`config.mk`:
```
export PLATFORM = sky130hd
export DESIGN_NAME = cache_line_burst_if
export DESIGN_NICKNAME = d
export VERILOG_FILES = /design/src/rtl/cache_line_burst_if.sv
export SDC_FILE = /design/constraint.sdc
export NUM_CORES = 1
export LEC_CHECK = 0
export ABC_AREA = 1
export BUFFER_PORTS_ARGS = -buffer_cell sky130_fd_sc_hd__buf_4
export CORE_MARGIN = 2
export CORE_UTILIZATION = 52
export DETAILED_ROUTE_END_ITERATION = 8
export PLACE_DENSITY = 0.8
export SYNTH_ARGS = -nofsm -noshare
export SYNTH_HDL_FRONTEND = slang
export SYNTH_SLANG_ARGS = --single-unit
```
`constraint.sdc`:
```
create_clock -name clk -period 2.7 [get_ports clk]
set_input_delay 0.27 -clock clk [delete_from_list [all_inputs] [get_ports clk]]
set_output_delay 0.27 -clock clk [all_outputs]
set_load 0.1 [all_outputs]
```
`src/rtl/cache_line_burst_if.sv`:
```
// Line-granular burst engine between the L1 controller and a word-wide memory bus.
// Writebacks post WORDS_PER_LINE writes; refills pipeline reads and assemble in-order responses.
module cache_line_burst_if #(
    parameter int WORDS_PER_LINE  = 4,
    parameter int DATA_W          = 32,
    parameter int ADDR_W          = 32,
    parameter int MAX_OUTSTANDING = 2,
    parameter int OFFSET_BITS     = $clog2(WORDS_PER_LINE * DATA_W / 8)
) (
    input  logic                             clk,
    input  logic                             rst_n,
    input  logic                             ctrl_req_valid,
    output logic                             ctrl_req_ready,
    input  logic                             ctrl_req_we,
    input  logic [ADDR_W-1:0]                ctrl_req_addr,
    input  logic [WORDS_PER_LINE*DATA_W-1:0] ctrl_req_wline,
    output logic [WORDS_PER_LINE*DATA_W-1:0] ctrl_rline,
    output logic                             ctrl_done,
    output logic                             ctrl_busy,
    output logic                             mem_req_valid,
    input  logic                             mem_req_ready,
    output logic                             mem_req_we,
    output logic [ADDR_W-1:0]                mem_req_addr,
    output logic [DATA_W-1:0]                mem_req_wdata,
    input  logic                             mem_resp_valid,
    input  logic [DATA_W-1:0]                mem_resp_rdata,
    output logic                             err_unexpected_resp
);

    localparam int IDX_W   = $clog2(WORDS_PER_LINE);
    localparam int CNT_W   = IDX_W + 1;
    localparam int BYTE_SH = $clog2(DATA_W / 8);
    localparam logic [CNT_W-1:0]  ONE       = CNT_W'(1);
    localparam logic [CNT_W-1:0]  LAST      = CNT_W'(WORDS_PER_LINE);
    localparam logic [CNT_W-1:0]  MAX_OUT   = CNT_W'(MAX_OUTSTANDING);
    localparam logic [ADDR_W-1:0] BASE_MASK = ~((ADDR_W'(1) << OFFSET_BITS) - ADDR_W'(1));

    localparam logic [1:0] S_IDLE  = 2'd0;
    localparam logic [1:0] S_WRITE = 2'd1;
    localparam logic [1:0] S_READ  = 2'd2;
    localparam logic [1:0] S_DONE  = 2'd3;

    logic [1:0]                              state_q, state_d;
    logic [ADDR_W-1:0]                       base_q, base_d;
    logic [WORDS_PER_LINE-1:0][DATA_W-1:0]   wline_q, wline_d;
    logic [WORDS_PER_LINE-1:0][DATA_W-1:0]   rline_q, rline_d;
    logic [CNT_W-1:0]                        issue_q, issue_d;
    logic [CNT_W-1:0]                        resp_q, resp_d;
    logic                                    err_q, err_d;
    logic [CNT_W-1:0]                        outstanding;
    logic                                    accept;
    logic                                    resp_ok;

    // All request outputs decode registered state, so reset withdraws them at once.
    assign outstanding   = issue_q - resp_q;
    assign mem_req_valid = (state_q == S_WRITE) ||
                           ((state_q == S_READ) && (issue_q < LAST) && (outstanding < MAX_OUT));
    assign mem_req_we    = (state_q == S_WRITE);
    assign mem_req_addr  = mem_req_valid ? base_q + (ADDR_W'(issue_q) << BYTE_SH) : '0;
    assign mem_req_wdata = mem_req_we ? wline_q[issue_q[IDX_W-1:0]] : '0;

    assign accept  = mem_req_valid && mem_req_ready;
    assign resp_ok = mem_resp_valid && (state_q == S_READ) && (outstanding != '0);

    assign ctrl_req_ready      = (state_q == S_IDLE);
    assign ctrl_busy           = (state_q != S_IDLE);
    assign ctrl_done           = (state_q == S_DONE);
    assign ctrl_rline          = rline_q;
    assign err_unexpected_resp = err_q;

    always_comb begin
        state_d = state_q;
        base_d  = base_q;
        wline_d = wline_q;
        rline_d = rline_q;
        issue_d = issue_q;
        resp_d  = resp_q;
        // A response nobody asked for is flagged and otherwise dropped.
        err_d   = err_q | (mem_resp_valid & ~resp_ok);
        case (state_q)
            S_IDLE: begin
                if (ctrl_req_valid) begin
                    base_d  = ctrl_req_addr & BASE_MASK;
                    wline_d = ctrl_req_wline;
                    issue_d = '0;
                    resp_d  = '0;
                    state_d = ctrl_req_we ? S_WRITE : S_READ;
                end
            end
            S_WRITE: begin
                if (accept) begin
                    issue_d = issue_q + ONE;
                    if (issue_q == LAST - ONE) state_d = S_DONE;
                end
            end
            S_READ: begin
                if (accept) issue_d = issue_q + ONE;
                if (resp_ok) begin
                    rline_d[resp_q[IDX_W-1:0]] = mem_resp_rdata;
                    resp_d = resp_q + ONE;
                    if (resp_q == LAST - ONE) state_d = S_DONE;
                end
            end
            default: state_d = S_IDLE;
        endcase
    end

    always_ff @(posedge clk or negedge rst_n) begin
        if (!rst_n) begin
            state_q <= S_IDLE;
            base_q  <= '0;
            wline_q <= '0;
            rline_q <= '0;
            issue_q <= '0;
            resp_q  <= '0;
            err_q   <= 1'b0;
        end else begin
            state_q <= state_d;
            base_q  <= base_d;
            wline_q <= wline_d;
            rline_q <= rline_d;
            issue_q <= issue_d;
            resp_q  <= resp_d;
            err_q   <= err_d;
        end
    end

endmodule

```
==> results.py <==
metrics = {
    "outcome": {
        "status": "finished, violations left",
        "violations": "negative setup slack",
    },
    "hold_path": {
        "hp-class": "input port to flip-flop",
        "hold_start": "mem_resp_rdata[15]",
    },
    "synthesis": {
        "synth_common_cells": "293 x dfrtp_1, 208 x nand2_1, 183 x nor2_1",
        "syn_inst": 1304,
        "synth_area_leaders": "dfrtp_1 55%, mux2_2 12%, nand2_1 5.8%, nor2_1 5.1%, o21ai_1 3.4%",
        "synth_top_cell_by_area": "dfrtp_1",
        "synthDistinctLibCells": 38,
        "ys_seq_elements": 293,
        "yosysTopAreaCellShare": 0.549,
        "syn-cell-area_um2": 13400,
        "yosysWarnings": 0,
        "async_reset_ff_frac": 1.00,
        "synthFlopType": "dfrtp_1",
        "yosysMostFrequentCell": "dfrtp_1",
        "syn_area_per_cell_um2": 10.2,
        "synth-edff-count": 0,
        "seq_area_frac_synth": 0.549,
    },
    "sta": {
        "fin_crit_sh": 1.11,
        "fin_ws_ps": -286,
        "timing.fmax_ghz": 0.335,
        "relSlewSlack": 0.464,
        "hold_viol": 0,
        "worst_pin_slew_ps": 804,
        "fin_crit_ps": 2990,
        "rsz0062_at_grt": "yes",
        "finalSetupViolCount": 59,
        "slew_violations": 0,
        "skew_ps": 11.5,
    },
    "detailed_routing": {
        "dr.pass1.iters": 5,
        "routed_via_density": 5.57,
        "route.detailed.drc": 0,
        "vias": 12295,
        "routed_wl_um": 45400,
        "routedWlPerCell_um": 20.6,
        "drt-initial-drc-count": 1353,
        "ant_nets": 0,
    },
    "global_routing": {
        "grt_pass1_wl_um": 69900,
        "grt_max_degree": 102,
        "antenna_found_initial": 7,
        "grt_use_met2": 0.582,
        "grt_remaining_overflow": 0,
        "use_met3": 0.0697,
        "grt_usage": 0.333,
        "met1_usage": 0.384,
        "busiest_layer": "met2",
        "grt_pass1_vias": 12963,
    },
    "job": {
        "cap_violations": 0,
    },
    "die": {
        "ioPinCount": 396,
        "die_height_um": 164,
        "rows": 58,
        "dieArea_um2": 27000,
        "coreArea_um2": 25200,
        "start_util": 0.530,
        "fp.dieW_um": 164,
    },
    "clock_tree": {
        "cts_tree": "built",
        "max-clock-path-buffers": 3,
        "clock-sinks": 293,
        "clk_latency_ps": 570,
        "root_buffer": "clkbuf_16",
        "numCtsBuffers": 31,
        "clk_pin_slew_ps": 60,
        "htreeDepth": 1,
    },
    "critical_path": {
        "r2r_end": "ctrl_rline[39]$_DFFE_PN0P_",
        "reg2reg_slack_ps": 130,
        "worstSetupStartpoint": "resp_q[0]$_DFFE_PN0P_",
        "crit_slowest_cell": "dfrtp_2",
        "start_kind": "flip-flop",
        "path_class": "flip-flop to output pin",
        "cp-end-kind": "output pin",
        "cp.arrival_ps": 2720,
        "crit_path_end": "mem_req_addr[11]",
        "cp_max_fo": 13,
        "crit_top_cell": "nand2_2",
        "cp_slowest_stage_delay_ps": 420,
        "ff2ff_path_depth": 14,
        "required_ps": 2430,
        "crit_chain": "ha_4, fa_2, inv_2, nand2_2, nand2_2, nand2_2, nand2_2, nand3_4, nand2_8, inv_16, a211oi_4, buf_12",
        "r2r-start": "resp_q[0]$_DFFE_PN0P_",
    },
    "placed_design": {
        "gp_congestion": 0.869,
        "post-dp-hpwl_um": 25100,
        "port-buffer-count": 389,
        "placed_area_um2": 16900,
    },
    "layout": {
        "area_growth_pct": 51.9,
        "finalNetCount": 2061,
        "num-fill-cells": 1337,
        "postLayoutCellArea_um2": 20300,
        "drive_above_1_share": 0.408,
    },
}
## registers in the layout, indices dropped and copies added, names as in the netlist
register	cells
ctrl_rline	128
wline_q	128
base_q	28
issue_q	3
resp_q	3
state_q	2
err_unexpected_resp	1
## how the worst min path moves through the flow
| stage | cells past startpoint | endpoint | slack [ps] |
|---|---|---|---|
| final | 3 | ctrl_rline[47]$_DFFE_PN0P_ | 20 |
| after global routing | 3 | ctrl_rline[47]$_DFFE_PN0P_ | 8 |
| after CTS | 3 | ctrl_rline[124]$_DFFE_PN0P_ | 3 |
| after detailed placement | 1 | ctrl_rline[78]$_DFFE_PN0P_ | 260 |
| after global placement | 1 | ctrl_rline[110]$_DFFE_PN0P_ | 250 |
| after floorplan | 0 | base_q[10]$_DFFE_PN0P_ | -30 |
## what timing repair did
item | in CTS | in global routing
resized for setup | 115 | 13
hold buffers | 163 | 0
gates cloned | 2 | 0
setup endpoints to repair | 50 | 63
pin swaps | 4 | 6
endpoints found under the hold margin | 226 | 0
buffers inserted | 11 | 4
## metrics by stage
stage	utilization	setup slack (ps)	hold WS, ps	setup TNS, ps	instances
after global placement	0.670	164	253	0	1965
after CTS	0.802	-206	3.36	-4720	2198
final	0.806	-286	19.3	-6890	2209
after floorplan	-	-368	-25.6	-6930	1305
after global routing	0.806	-422	8.07	-14250	2208
after detailed placement	0.670	129	262	0	1965
## cells in the final DEF, fill, tap and decap left out, drive strengths merged, types with 2 or more instances in the layout
cell	n
xor2	10
ha	14
nand2	219
clkinvlp	4
o21ai	197
nand4	7
mux2	147
buf	415
a21oi	45
diode	7
inv	70
dfrtp	293
clkinv	3
bufinv	5
nand3	15
nor2	193
xnor2	8
clkbuf	46
dlygate4sd3	163
conb	2
nor3	9
## routing by layer
layer / part of all wire / up-vias / wire (um)
met4: 0.054 / 0 / 2470
met3: 0.076 / 206 / 3460
met1: 0.35 / 5986 / 16100
met5: 0 / - / 0
li1: - / 5415 / -
met2: 0.52 / 688 / 23400
## area by class of cell
cell class	instances	area [um2]	share of cell area
well taps	330	413	0.0203
inverters	69	290	0.0143
clock buffers	46	922	0.0454
flip-flops and latches	293	7340	0.362
repair inverters	2	31.3	0.00154
repair buffers	578	5260	0.259
diodes	7	17.5	0.000863
multi-input cells	873	5820	0.287
clock inverters	11	204	0.0101
## cell families (layout without fill, tap and decap cells)
group | count (synthesis) | in the layout | synth area share
XOR/XNOR | 18 | 18 | 0.0118
AO/OA/AOI/OAI | 244 | 244 | 0.102
flip-flops | 293 | 293 | 0.549
AND/OR/NAND/NOR | 447 | 447 | 0.142
other | 1 | 9 | 0.000281
multiplexers | 147 | 147 | 0.124
buffers and inverters | 139 | 706 | 0.0559
adder cells (fa/ha/maj) | 15 | 15 | 0.0146
## worst max-delay path, delay by kind of cell (launching register included)
| family | cells | cell delay [ps] |
|---|---|---|
| fa+ha+maj | 2 | 550 |
| simple gates | 6 | 500 |
| flops | 1 | 420 |
| buf+inv | 3 | 380 |
| compound gates | 1 | 270 |
Power is left out: the tool's default activity adds up to more than one toggle a clock period on the data nets, which glitch-free logic cannot reach.
